### src/rtl/spram_arbiter_pm.sv
// spram_arbiter_pm: round-robin sharing of one 16Kx16 SPRAM between two requesters, with standby/sleep power management
module spram_arbiter_pm #(
  parameter int IDLE_CYCLES = 64,
  parameter int WAKE_CYCLES = 3
) (
  input  logic        clk,
  input  logic        resetn,
  input  logic        a_req,
  input  logic        a_we,
  input  logic [13:0] a_addr,
  input  logic [15:0] a_wdata,
  input  logic [3:0]  a_mask,
  output logic        a_gnt,
  output logic        a_rvalid,
  output logic [15:0] a_rdata,
  input  logic        b_req,
  input  logic        b_we,
  input  logic [13:0] b_addr,
  input  logic [15:0] b_wdata,
  input  logic [3:0]  b_mask,
  output logic        b_gnt,
  output logic        b_rvalid,
  output logic [15:0] b_rdata,
  input  logic        sleep_req,
  output logic        sleep_ack,
  output logic [13:0] ram_addr,
  output logic [15:0] ram_din,
  output logic [3:0]  ram_maskwren,
  output logic        ram_wren,
  output logic        ram_cs,
  output logic        ram_standby,
  output logic        ram_sleep,
  output logic        ram_poweroff_n,
  input  logic [15:0] ram_dout
);
  typedef enum logic [1:0] {ACTIVE, STBY, WAKE, SLP} state_t;
  localparam int IW = IDLE_CYCLES > 1 ? $clog2(IDLE_CYCLES) : 1;
  localparam int WW = WAKE_CYCLES > 1 ? $clog2(WAKE_CYCLES) : 1;
  localparam logic [IW-1:0] IDLE_MAX = IW'(IDLE_CYCLES > 0 ? IDLE_CYCLES - 1 : 0);
  localparam logic [WW-1:0] WAKE_MAX = WW'(WAKE_CYCLES > 0 ? WAKE_CYCLES - 1 : 0);
  localparam logic IDLE_EN = IDLE_CYCLES != 0;
  state_t state, state_nx;
  logic [IW-1:0] idle_cnt;
  logic [WW-1:0] wake_cnt;
  logic rr_ptr, allow, any_req, rd_pend, idle_hit;
  always_comb begin
    allow = resetn && state == ACTIVE && !sleep_req;
    a_gnt = allow && a_req && (!b_req || !rr_ptr);
    b_gnt = allow && b_req && (!a_req || rr_ptr);
    any_req = a_req || b_req;
    rd_pend = (a_gnt && !a_we) || (b_gnt && !b_we);
    idle_hit = IDLE_EN && !any_req && idle_cnt == IDLE_MAX && !rd_pend;
    state_nx = state;
    unique case (state)
      ACTIVE: state_nx = sleep_req ? (rd_pend ? ACTIVE : SLP) : idle_hit ? STBY : ACTIVE;
      STBY:   state_nx = sleep_req ? SLP : any_req ? WAKE : STBY;
      WAKE:   state_nx = sleep_req ? SLP : wake_cnt == WAKE_MAX ? ACTIVE : WAKE;
      SLP:    state_nx = sleep_req ? SLP : WAKE;
      default: state_nx = ACTIVE;
    endcase
  end
  assign ram_cs = a_gnt || b_gnt;
  assign ram_addr = b_gnt ? b_addr : a_addr;
  assign ram_din = b_gnt ? b_wdata : a_wdata;
  assign ram_wren = a_gnt ? a_we : b_gnt && b_we;
  assign ram_maskwren = !ram_wren ? 4'h0 : b_gnt ? b_mask : a_mask;
  assign a_rdata = ram_dout;
  assign b_rdata = ram_dout;
  assign ram_poweroff_n = 1'b1;
  always_ff @(posedge clk or negedge resetn) begin
    if (!resetn) begin
      state <= ACTIVE;
      idle_cnt <= '0;
      wake_cnt <= '0;
      rr_ptr <= 1'b0;
      a_rvalid <= 1'b0;
      b_rvalid <= 1'b0;
      ram_standby <= 1'b0;
      ram_sleep <= 1'b0;
      sleep_ack <= 1'b0;
    end else begin
      state <= state_nx;
      idle_cnt <= (state != ACTIVE || any_req) ? '0 : idle_cnt == IDLE_MAX ? idle_cnt : idle_cnt + IW'(1);
      wake_cnt <= (state == WAKE && state_nx == WAKE) ? wake_cnt + WW'(1) : '0;
      rr_ptr <= a_gnt ? 1'b1 : b_gnt ? 1'b0 : rr_ptr;
      a_rvalid <= a_gnt && !a_we;
      b_rvalid <= b_gnt && !b_we;
      ram_standby <= state_nx == STBY;
      ram_sleep <= state_nx == SLP;
      sleep_ack <= state_nx == SLP;
    end
  end
endmodule

### config.mk
export PLATFORM = sky130hd
export DESIGN_NAME = spram_arbiter_pm
export DESIGN_NICKNAME = d
export VERILOG_FILES = /design/src/rtl/spram_arbiter_pm.sv
export SDC_FILE = /design/constraint.sdc
export NUM_CORES = 1
export LEC_CHECK = 0
export CELL_PAD_IN_SITES_DETAIL_PLACEMENT = 0
export CELL_PAD_IN_SITES_GLOBAL_PLACEMENT = 1
export CORE_MARGIN = 1
export CORE_UTILIZATION = 40
export DETAILED_ROUTE_END_ITERATION = 16
export DONT_BUFFER_PORTS = 1
export PLACE_DENSITY_LB_ADDON = 0.05
export SLEW_MARGIN = 15
export SYNTH_ARGS = -nofsm -noshare
export SYNTH_HDL_FRONTEND = slang
export SYNTH_SLANG_ARGS = --single-unit
### constraint.sdc
create_clock -name clk -period 3.1 [get_ports clk]
set_clock_uncertainty 0.05 [all_clocks]
set_input_delay 0.62 -clock clk [delete_from_list [all_inputs] [get_ports clk]]
set_output_delay 0.62 -clock clk [all_outputs]
set_load 0.02 [all_outputs]
* Word level (Yosys, flattened, before mapping)
Cells that the tools add are included.
Cells by class: equal/unequal tests 9, reductions and logical operators 29, mux-type cells 19, add/sub/neg operators 2
Operators by type and width (number):
- two-way mux 16 bit | 1
- two-way mux 14 bit | 1
- two-way mux 2 bit | 7
- logical AND 1 bit | 12
- two-way mux 6 bit | 2
- equality test 2 bit, second input constant | 5
- zero test 1 bit | 8
- two-way mux 4 bit | 2
- one-hot mux 2 bit (4 select lines) | 1
- adder 6 x 1 -> 6 bit, second input constant | 1
- equality test 6 bit, second input constant | 1
- logical OR 1 bit | 6
- two-way mux 1 bit | 5
- equality test 2 x 1 -> 1 bit, second input constant | 2
- nonzero test 2 bit | 2
- adder 2 x 1 -> 2 bit, second input constant | 1
- zero test 2 bit | 1
- != test 2 bit, second input constant | 1
Storage, ports and cells: bits of input ports 91, logic and storage cells 67, output and inout bits 76, register bits 15

* Logic depth before layout (Yosys ltp)
Gate-level depths: netlist of run 1.
word-level depth 15, gate-level depth with buffers 5, depth with buffers taken out 5

* Worst setup path before layout of run 1
Ideal clock, no wire load.
path type in2out, start input a_req, end output ram_maskwren[0], cell stages on the path 4, setup slack 0.775 ns, required time 2.430 ns, buffers on the path 1, arrival time 1.655 ns, cells stage by stage buf_2 nand2b_1 a32oi_1 a211oi_1
Between the ends: word-level cells in the longest chain between the ends 6, elaborated cells on any way between the ends 9, classes of those cells mux: 3; reduce/logical: 6
RTL lines:
- start: declaration | line 8 | input logic a_req,
- zero test 1 bit | line 49 | b_gnt = allow && b_req && (!a_req || rr_ptr);
- logical OR 1 bit | line 49
- logical AND 1 bit | line 49
- logical AND 1 bit | line 65 | assign ram_wren = a_gnt ? a_we : b_gnt && b_we;
- two-way mux 1 bit | line 65
- two-way mux 4 bit * | line 66 | assign ram_maskwren = !ram_wren ? 4'h0 : b_gnt ? b_mask : a_mask;
- end: declaration | line 28 | output logic [3:0] ram_maskwren,
Mark *: on every way between the ends. The rest lies on a longest branch, timed or not.

* Worst setup path after layout of run 1
start register state[1], end output ram_din[15]
Between the ends: word-level cells in the longest chain between the ends 6
RTL lines:
- start: declaration | line 42 | state_t state, state_nx;
- start signal: assignment | line 82 | state <= state_nx;
- zero test 2 bit | line 47 | allow = resetn && state == ACTIVE && !sleep_req;
- logical AND 1 bit (2 in series) | line 47
- logical AND 1 bit (2 in series) | line 49
- two-way mux 16 bit | line 64 | assign ram_din = b_gnt ? b_wdata : a_wdata;
- end: declaration | line 27 | output logic [15:0] ram_din,
Every way passes these cells.

==> reports/metrics.cfg, run 1 <==
[cts]
h-tree-depth=1
cts_tree=built
clk_pin_slew_worst_paths_ns=0.06
cts_root_buf=clkbuf_8
clock_sinks=15
cts_buffer_depth=2
clock_latency_ns=0.24
postCtsSetupBuffers=0
numCtsBuffers=3

[logic_synthesis]
synth_edf_count=0
synth_warnings=0
synth_area_leader_cell=mux2_4
synthTopCellsByCount=34 x buf_4, 28 x mux2_4, 15 x dfrtp_1, 8 x nor2_1, 8 x o21ai_0
ys_types=35
synth_top_cell_area_share_pct=27.0
synth_seq_cells=15
syn_avg_cell_area_um2=9.91
synthTopCellsByArea=mux2_4 27%, dfrtp_1 24%, buf_4 16%
synth.most_common_cell=buf_4
syn-num-nets=250
netlist_area_mm2=0.00156
ys_async_sr_fraction_pct=100
yosysSeqAreaShare_pct=24.1
synthFlopType=dfrtp_1
syn-instance-count=157

[layout]
diodes=0
nets=218
syn_to_final_growth_pct=-11.1
layout-drive-gt1-share_pct=30.6

[pwr]
p_seq_share_pct=46.1
combinationalPowerShare_pct=19.6
p_int_mw=0.328
p_switching_mw=0.122
switching_share_pct=27.1
p_leak_nw=0.653
powerDensity_mw_per_mm2=325
ir_drop_uv=126
p_clk_share_pct=34.3

[die]
io_pins=167
die_h_um=64.4
rows=22
fp.coreArea_mm2=0.00369
start_util_pct=42.2
dieArea_mm2=0.00414
die_x_um=64.4

[placement]
pre_cts_slack_ns=0.425
gp_routability_congestion=0.695
io_buffers=0
dp_hpwl_um=2540

[setup_path]
timing.rr.start=state[1]$_DFF_PN0_
slowest_stage=mux2_2
path_buf_inv=0
cp_max_fo=32
critical_path_class=flop to primary output
crit_path_end_kind=primary output
critical_path.endpoint=ram_din[15]
timing.rr.end=b_rvalid$_DFF_PN0_
arrival_ns=2.15
rrSetupSlack_ns=1.31
crit_chain=nor4b_4, nand3_4, mux2_2
critical_path_required_ns=2.43
crit_start=state[1]$_DFF_PN0_
cpLargestDelayFamily=simple AND/OR/NAND/NOR gates
reg2reg_depth=3
start_kind=flop
worst_path_largest_cell_delay_ns=0.53
cp.depth=3

[timing]
tightestPinTransition_ns=0.851
holdWs_ns=0.354
finalHoldViolCount=0
max_slew_margin_pct=42.8
rsz0062_at_grt=false
setup_ws_ns=0.280
finalSetupTns_ns=0
period_share_pct=91.0
slew_violations=0
fmax_mhz=355
period_needed_ns=2.82
setup_violations=0

[route]
wl_per_cell_um=18.8
post_drt_via_cell_ratio=5.98
ant_nets=0
dr.first_iter.drc_count=54
via_count=1028
drtPass1Iterations=4
drc=0
routed_wl_um=3240

[grt]
grt_overflow_total=0
grt_max_degree=33
track_usage_pct=14.4
grt_pass1_wl_um=4490
antenna_found_initial=0
grt_pass1_vias=945

[hold_path]
holdPathStages=0
hold_path_class=input pin to flop

[outcome]
outcome=finished clean

[run]
maxCapViolations=0

cells by family (layout without fill, tap and decap cells):
family                   count (synthesis)  after routing  synth area share (%)
buffers and inverters                   45             12                  20.7
AND/OR/NAND/NOR                         39             39                  15.0
multiplexers                            30             30                  28.5
AO/OA/AOI/OAI                           25             25                  9.97
flip-flops                              15             15                  24.1
adder cells (fa/ha/maj)                  2              2                  1.61
other                                    1              1                 0.241
power by group through the flow:
stage               registers [mW]  logic [mW]  clock network [mW]
detailed placement           0.211      0.0842                   0
global placement             0.211      0.0843                   0
CTS                          0.208      0.0842               0.160
global route                 0.208      0.0946               0.174
finish                       0.208      0.0884               0.154
floorplan                    0.208       0.145                   0
cells in the final DEF, fill, tap and decap left out, types with 2 or more instances in the layout:
| master | instances |
|---|---|
| ha_1 | 2 |
| a211oi_1 | 4 |
| nand2b_1 | 2 |
| inv_1 | 5 |
| nor3_1 | 2 |
| a31oi_1 | 3 |
| o21ai_0 | 8 |
| nor4_1 | 2 |
| or3_1 | 2 |
| nor2_1 | 8 |
| dfrtp_1 | 15 |
| nand2_1 | 5 |
| mux2_4 | 28 |
| buf_4 | 2 |
| clkbuf_8 | 3 |
| and3_1 | 3 |
| a21oi_1 | 4 |
| nand3_1 | 7 |
| mux2_2 | 2 |
| and2_1 | 2 |
per-stage QoR:
stage               cell area [um2]  total power [mW]  instances  utilization, %
detailed placement             1330             0.295        167            36.0
CTS                            1370             0.452        171            37.2
floorplan                      1560             0.354        157               -
global placement               1330             0.296        167            36.0
finish                         1380             0.450        172            37.5
global route                   1380             0.477        172            37.5
sequential cells by signal, summed over array words and instances (netlist names):
signal,count
a_rvalid,1
b_rvalid,1
idle_cnt,6
ram_standby,1
rr_ptr,1
sleep_ack,1
state,2
wake_cnt,2
cell type report:
type / instances / area (um2)
fillers: 377 / 2300
multi-input cells: 97 / 860
flip-flops and latches: 15 / 375
well taps: 48 / 60.1
clock buffers: 4 / 45.0
repair buffers: 3 / 25.0
inverters: 5 / 18.8
routing by layer:
layer	share of wire, %	global-route usage (%)
met1	42	19.0
met3	11	3.39
met5	0	0
met2	45	20.8
met4	2.6	9.17
how the worst min path moves through the flow:
stage               startpoint               endpoint  slack, ns
floorplan               resetn     a_rvalid$_DFF_PN0_       0.27
global placement        resetn  ram_standby$_DFF_PN0_       0.27
detailed placement      resetn  wake_cnt[1]$_DFF_PN0_       0.28
CTS                     resetn  ram_standby$_DFF_PN0_       0.01
global route         sleep_req    sleep_ack$_DFF_PN0_       0.33
finish               sleep_req    sleep_ack$_DFF_PN0_       0.35
what timing repair did:
action / in CTS / in global routing
gates resized for setup: 0 / 0
hold buffers: 0 / 1
endpoints found under the hold margin: 0 / 15
worst reg2reg max path, cell delays in order (launching register included):
cell	delay, ns
dfrtp_1	0.46
nor4b_4	0.40
nand3_4	0.51
nor2_1	0.28
(Power assumes the default switching activity.)
==> run 2, diff against run 1 <==
--- a/config.mk
+++ b/config.mk
@@ -5,11 +5,12 @@
 export SDC_FILE = /design/constraint.sdc
 export NUM_CORES = 1
 export LEC_CHECK = 0
+export CAP_MARGIN = 20
 export CELL_PAD_IN_SITES_DETAIL_PLACEMENT = 0
 export CELL_PAD_IN_SITES_GLOBAL_PLACEMENT = 1
-export CORE_MARGIN = 1
-export CORE_UTILIZATION = 40
+export CORE_AREA = 2 2 64 66
 export DETAILED_ROUTE_END_ITERATION = 16
+export DIE_AREA = 0 0 66 68
 export DONT_BUFFER_PORTS = 1
 export PLACE_DENSITY_LB_ADDON = 0.05
 export SLEW_MARGIN = 15
==> reports/metrics.cfg, run 2 (synthesized netlist as in run 1, its figures left out) <==
[timing]
slew_violations=0  ; unchanged
setup_violations=0  ; unchanged
holdWs_ns=0.0228  ; -0.331 ns
finalSetupTns_ns=0  ; unchanged
finalHoldViolCount=0  ; unchanged
period_needed_ns=2.81  ; -0.0107 ns
period_share_pct=90.6  ; -0.35 points
rsz0062_at_grt=false
max_slew_margin_pct=40.3  ; -2.4 points
tightestPinTransition_ns=0.887  ; +0.0362 ns
fmax_mhz=356  ; +0.38%

[layout]
final_cell_area_mm2=0.00139  ; +0.18%
largest_reg_flops=6  ; unchanged
finish.utilization_pct=36.0  ; -1.6 points
final_cell_mix=28 x mux2_4, 15 x dfrtp_1, 8 x nor2_1, 8 x o21ai_0, 7 x nand3_1
diodes=0  ; unchanged
fillCellCount=404  ; +7.2%
syn_to_final_growth_pct=-10.9
largestRegisters=idle_cnt (6), state (2), wake_cnt (2)
final_common_cell=mux2_4
nets=218  ; unchanged
layout-drive-gt1-share_pct=30.6  ; unchanged
regMostFlops=idle_cnt

[setup_path]
timing.rr.end=idle_cnt[2]$_DFFE_PN0P_
cp_max_fo=32  ; unchanged
arrival_ns=2.14  ; about the same
crit_start=state[0]$_DFF_PN0_
start_kind=flop
critical_path_required_ns=2.43  ; about the same
crit_path_end_kind=primary output
reg2reg_depth=3  ; unchanged
rrSetupSlack_ns=1.31  ; about the same
critical_path_class=flop to primary output
timing.rr.start=state[0]$_DFF_PN0_

[pwr]
powerDensity_mw_per_mm2=321  ; -1.3%
p_leak_nw=0.653  ; unchanged
power.total_mw=0.445  ; -1.1%
ir_drop_uv=108  ; -14%

[cts]
cts_buffer_depth=2  ; unchanged
clock_sinks=15  ; unchanged
h-tree-depth=1  ; unchanged
cts_root_buf=clkbuf_8
postCtsSetupBuffers=0  ; unchanged
cts_tree=built
cts-resized-gates=0  ; unchanged
clock_latency_ns=0.24  ; about the same
clk_pin_slew_worst_paths_ns=0.06  ; about the same
numCtsBuffers=3  ; unchanged

[die]
io_pins=167  ; unchanged
die_h_um=68  ; +5.6%
start_util_pct=40.4  ; -1.8 points
die_x_um=66  ; +2.5%
rows=23  ; +4.5%
dieArea_mm2=0.00449  ; +8.3%
fp.coreArea_mm2=0.00386  ; +4.5%

[grt]
use_met3_pct=3.45  ; +0.061 points
grt_max_degree=33  ; unchanged
top_usage_layer=met2
antenna_found_initial=0  ; unchanged
use_met2_pct=21.7  ; +0.93 points
globalRouteMet1Util_pct=15.2  ; -3.8 points
track_usage_pct=12.8  ; -1.6 points
grt_overflow_total=0  ; unchanged
grt_pass1_vias=902  ; -4.6%
grt_pass1_wl_um=4370  ; -2.5%

[route]
ant_nets=0  ; unchanged
post_drt_via_cell_ratio=5.82  ; -2.7%
via_count=1012  ; -1.6%
routed_wl_um=3260  ; +0.59%
dr.first_iter.drc_count=14  ; -74%
drtPass1Iterations=4  ; unchanged
wl_per_cell_um=18.7  ; -0.57%
drc=0  ; unchanged

[placement]
dp_hpwl_um=2730  ; +7.5%
placed_area_mm2=0.00133  ; +0.19%
io_buffers=0  ; unchanged
gp_routability_congestion=0.685  ; -1.5%

[hold_path]
hold_path_class=input pin to asynchronous set/reset pin

[outcome]
outcome=finished clean

[run]
maxCapViolations=0  ; unchanged

[run 2: worst max-delay path: stages, from the launching register on]
cell	delay, ns
dfrtp_1	0.47
nor4b_4	0.40
nand3_4	0.50
mux2_4	0.51
[run 2: power breakdown]
group          switching, mW  total [mW]  leakage (nW)  internal, mW
sequential           0.00681       0.207         0.198         0.200
clock                 0.0611       0.152        0.0228        0.0907
combinational         0.0492      0.0865         0.432        0.0374
total                  0.117       0.445         0.653         0.328
[run 2: timing repair]
| action | in CTS | in global routing |
|---|---|---|
| hold buffers | 0 | 1 |
| endpoints found under the setup margin | 0 | 0 |
| endpoints found under the hold margin | 0 | 8 |
[run 2: per-layer routing]
metal | part of all wire (%) | up-vias | wire, um
li1 | - | 456 | -
met1 | 36 | 464 | 1190
met2 | 53 | 84 | 1720
met3 | 9.5 | 8 | 311
met4 | 1.2 | 0 | 38
met5 | 0 | - | 0
[run 2: how the worst max path moves through the flow]
| stage | slack (ns) | depth (start not counted) | to |
|---|---|---|---|
| global placement | 0.50 | 3 | ram_din[15] |
| floorplan | 0.78 | 4 | ram_maskwren[0] |
| global route | 0.12 | 3 | ram_addr[13] |
| CTS | 0.27 | 3 | ram_din[15] |
| detailed placement | 0.45 | 3 | ram_din[15] |
| finish | 0.29 | 3 | ram_addr[11] |
[run 2: metrics by stage]
stage	std cells	setup slack, ns
detailed placement	169	0.446
global placement	169	0.501
finish	174	0.290
floorplan	157	0.775
global route	174	0.119
CTS	173	0.267
[run 2: area by class of cell]
type | count | area [um2] | area share (%)
multi-input combinational | 97 | 860 | 62.0
sequential | 15 | 375 | 27.1
tap | 50 | 62.6 | 4.51
clock buffer | 4 | 45.0 | 3.25
timing repair buffer | 3 | 25.0 | 1.81
inverter | 5 | 18.8 | 1.35
==> run 3, diff against run 2 <==
--- a/config.mk
+++ b/config.mk
@@ -5,6 +5,7 @@
 export SDC_FILE = /design/constraint.sdc
 export NUM_CORES = 1
 export LEC_CHECK = 0
+export ABC_AREA = 1
 export CAP_MARGIN = 20
 export CELL_PAD_IN_SITES_DETAIL_PLACEMENT = 0
 export CELL_PAD_IN_SITES_GLOBAL_PLACEMENT = 1
==> reports/metrics.cfg, run 3 <==
[placement]
placed_area_mm2=0.00123  ; -7.7%
dp_hpwl_um=2960  ; +8.7%
pre_cts_slack_ns=0.637  ; +0.192 ns
gp_routability_congestion=0.785  ; +15%
io_buffers=0  ; unchanged

[layout]
regMostFlops=idle_cnt
layout-drive-gt1-share_pct=7.88  ; -23 points
final_cell_area_mm2=0.00128  ; -7.3%
finish.utilization_pct=33.3  ; -2.6 points
final_common_cell=nand2_1
largest_reg_flops=6  ; unchanged
multi_input_area_um2=703  ; -18%
nets=297  ; +36%
final_cell_mix=123 x nand2_1, 16 x inv_1, 15 x dfrtp_1
largestRegisters=idle_cnt (6), state (2), wake_cnt (2)
diodes=0  ; unchanged
fillCellCount=448  ; +11%
seqCellArea_um2=375  ; unchanged
syn_to_final_growth_pct=-11.9

[route]
dr.first_iter.drc_count=23  ; +9
ant_nets=0  ; unchanged
post_drt_via_cell_ratio=4.84  ; -17%
wl_per_cell_um=14.2  ; -24%
drc=0  ; unchanged
drtPass1Iterations=4  ; unchanged
via_count=1224  ; +21%
routed_wl_um=3590  ; +10%

[setup_path]
critical_path_required_ns=2.43  ; about the same
worst_path_largest_cell_delay_ns=0.44  ; -0.07 ns
cp_max_fo=37  ; +16%
crit_path_end_kind=primary output
critical_path_class=flop to primary output
slowest_stage=dfrtp_1
path_common_cell=nand2_2
start_kind=flop
crit_chain=nor2_2, inv_2, nor2_4, nand2_4, inv_6, nand2_2, nand2_2, nand2_1, inv_1
arrival_ns=1.80  ; -0.34 ns

[die]
io_pins=167  ; unchanged
start_util_pct=37.8  ; -2.5 points
die_h_um=68  ; unchanged
fp.coreArea_mm2=0.00386  ; unchanged
dieArea_mm2=0.00449  ; unchanged
die_x_um=66  ; unchanged
rows=23  ; unchanged

[grt]
grt_pass1_wl_um=4520  ; +3.3%
antenna_found_initial=0  ; unchanged
track_usage_pct=13.7  ; +0.83 points
grt_pass1_vias=933  ; +3.4%
grt_max_degree=38  ; +15%
grt_overflow_total=0  ; unchanged

[timing]
slew_violations=0  ; unchanged
period_needed_ns=2.47  ; -0.336 ns
fmax_mhz=404  ; +14%
setup_violations=0  ; unchanged
finalHoldViolCount=0  ; unchanged
finalSetupTns_ns=0  ; unchanged
setup_ws_ns=0.626  ; +0.336 ns
max_slew_margin_pct=53.0  ; +13 points
tightestPinTransition_ns=0.703  ; -0.184 ns
period_share_pct=79.8  ; -11 points
rsz0062_at_grt=false

[pwr]
switching_share_pct=30.7  ; +4.4 points
p_leak_nw=0.743  ; +14%
powerDensity_mw_per_mm2=351  ; +9.1%
p_seq_share_pct=47.4  ; +0.9 points
p_clk_share_pct=35.0  ; +0.9 points
combinationalPowerShare_pct=17.6  ; -1.8 points
ir_drop_uv=133  ; +23%
p_int_mw=0.312  ; -4.9%
p_switching_mw=0.138  ; +18%
power.total_mw=0.450  ; +1.1%

[logic_synthesis]
syn_avg_cell_area_um2=6.16  ; -38%
netlist_area_mm2=0.00146  ; -6.3%
synthFlopType=dfrtp_1
synth_top_cell_area_share_pct=31.6  ; +4.6 points
yosysSeqAreaShare_pct=25.7  ; +1.6 points
synth_area_leader_cell=nand2_1
syn-num-nets=330  ; +32%
synthTopCellsByArea=nand2_1 32%, dfrtp_1 26%, buf_4 17%
ys_types=25  ; -29%
synth_warnings=0  ; unchanged
synth_edf_count=0  ; unchanged
ys_async_sr_fraction_pct=100  ; unchanged
synthTopCellsByCount=123 x nand2_1, 34 x buf_4, 16 x inv_1, 15 x dfrtp_1, 8 x nor2_1
syn-instance-count=237  ; +51%
synth.most_common_cell=nand2_1
synth_seq_cells=15  ; unchanged

[cts]
clock_sinks=15  ; unchanged
cts_root_buf=clkbuf_8
clock_latency_ns=0.25  ; about the same
numCtsBuffers=3  ; unchanged
cts_tree=built
h-tree-depth=1  ; unchanged
cts_buffer_depth=2  ; unchanged
clk_pin_slew_worst_paths_ns=0.06  ; about the same

[outcome]
outcome=finished clean

[run]
maxCapViolations=0  ; unchanged

[hold_path]
hold_path_class=input pin to flop

-- run 3: cell types whose count changed in the layout (fill, tap and decap cells not counted), sizes merged, moves of 2 or more --
cell / change
and3: -3
nand2: +122
nand3: -2
nor2: +3
or3: -2
a31oi: -2
a211oi: -3
o21ai: -4
mux2: -30
and2: -2
inv: +13
nand2b: -2
a21oi: +2
-- run 3: worst paths after layout --
| path | start | endpoint | slack, ns | cells past startpoint |
|---|---|---|---|---|
| setup / recovery | state[0]$_DFF_PN0_ | ram_maskwren[1] | 0.63 | 9 |
| hold / removal | sleep_req | sleep_ack$_DFF_PN0_ | 0.35 | 0 |
| setup reg to reg | idle_cnt[0]$_DFFE_PN0P_ | wake_cnt[1]$_DFF_PN0_ | 1.53 | 8 |
| hold reg to reg | wake_cnt[0]$_DFF_PN0_ | wake_cnt[0]$_DFF_PN0_ | 0.38 | 1 |
| max in group asynchronous | resetn | idle_cnt[3]$_DFFE_PN0P_ | 1.74 | 1 |
| min in group asynchronous | resetn | sleep_ack$_DFF_PN0_ | 0.81 | 1 |
-- run 3: cells by family (layout without fill, tap and decap cells) --
kind of cell	after synthesis	in the layout	share of synthesized area (%)
and+or+nand+nor	147	147	41.3
buffers and inverters	59	25	26.1
DFF	15	15	25.7
AOI/OAI and AO/OA	13	13	4.89
adders and majority gates	2	2	1.71
other	1	1	0.257
-- run 3: what timing repair did --
action	CTS	global route
setup buffers	0	0
hold buffers	0	1
endpoints found under the setup margin	0	0
endpoints found under the hold margin	0	15
gates resized for setup	0	0
-- run 3: routing by layer --
metal / track usage [%] / vias to the layer above / part of all wire, %
met5: 0 / - / 0
met4: 6.38 / 0 / 1.4
met3: 2.80 / 7 / 7.5
met2: 24.5 / 77 / 54
met1: 15.6 / 531 / 37
li1: - / 609 / -
-- run 3: stage by stage --
stage               hold WS [ns]  std cells
floorplan                  0.274        237
global placement           0.275        248
detailed placement         0.275        248
CTS                      0.00716        252
global route               0.329        253
finish                     0.348        253
-- run 3: power groups by stage --
stage	Clock [mW]	Sequential [mW]	Combinational (mW)
6_report	0.158	0.213	0.0793
5_1_grt	0.175	0.215	0.0888
4_1_cts	0.162	0.214	0.0761
3_5_place_dp	0	0.217	0.0760
3_3_place_gp	0	0.217	0.0753
2_1_floorplan	0	0.215	0.130
-- run 3: final cells by class --
type	count	share of cell area, %
multi-input cells	163	54.7
flip-flops and latches	15	29.2
inverters	18	5.65
well taps	50	4.87
clock buffers	3	3.21
repair buffers	3	1.95
clock inverters	1	0.389
-- run 3: critical path, delay by kind of cell, from the launching register on --
family	cells	cell delay [ns]
simple gates	6	0.66
buf+inv	3	0.46
flops	1	0.44
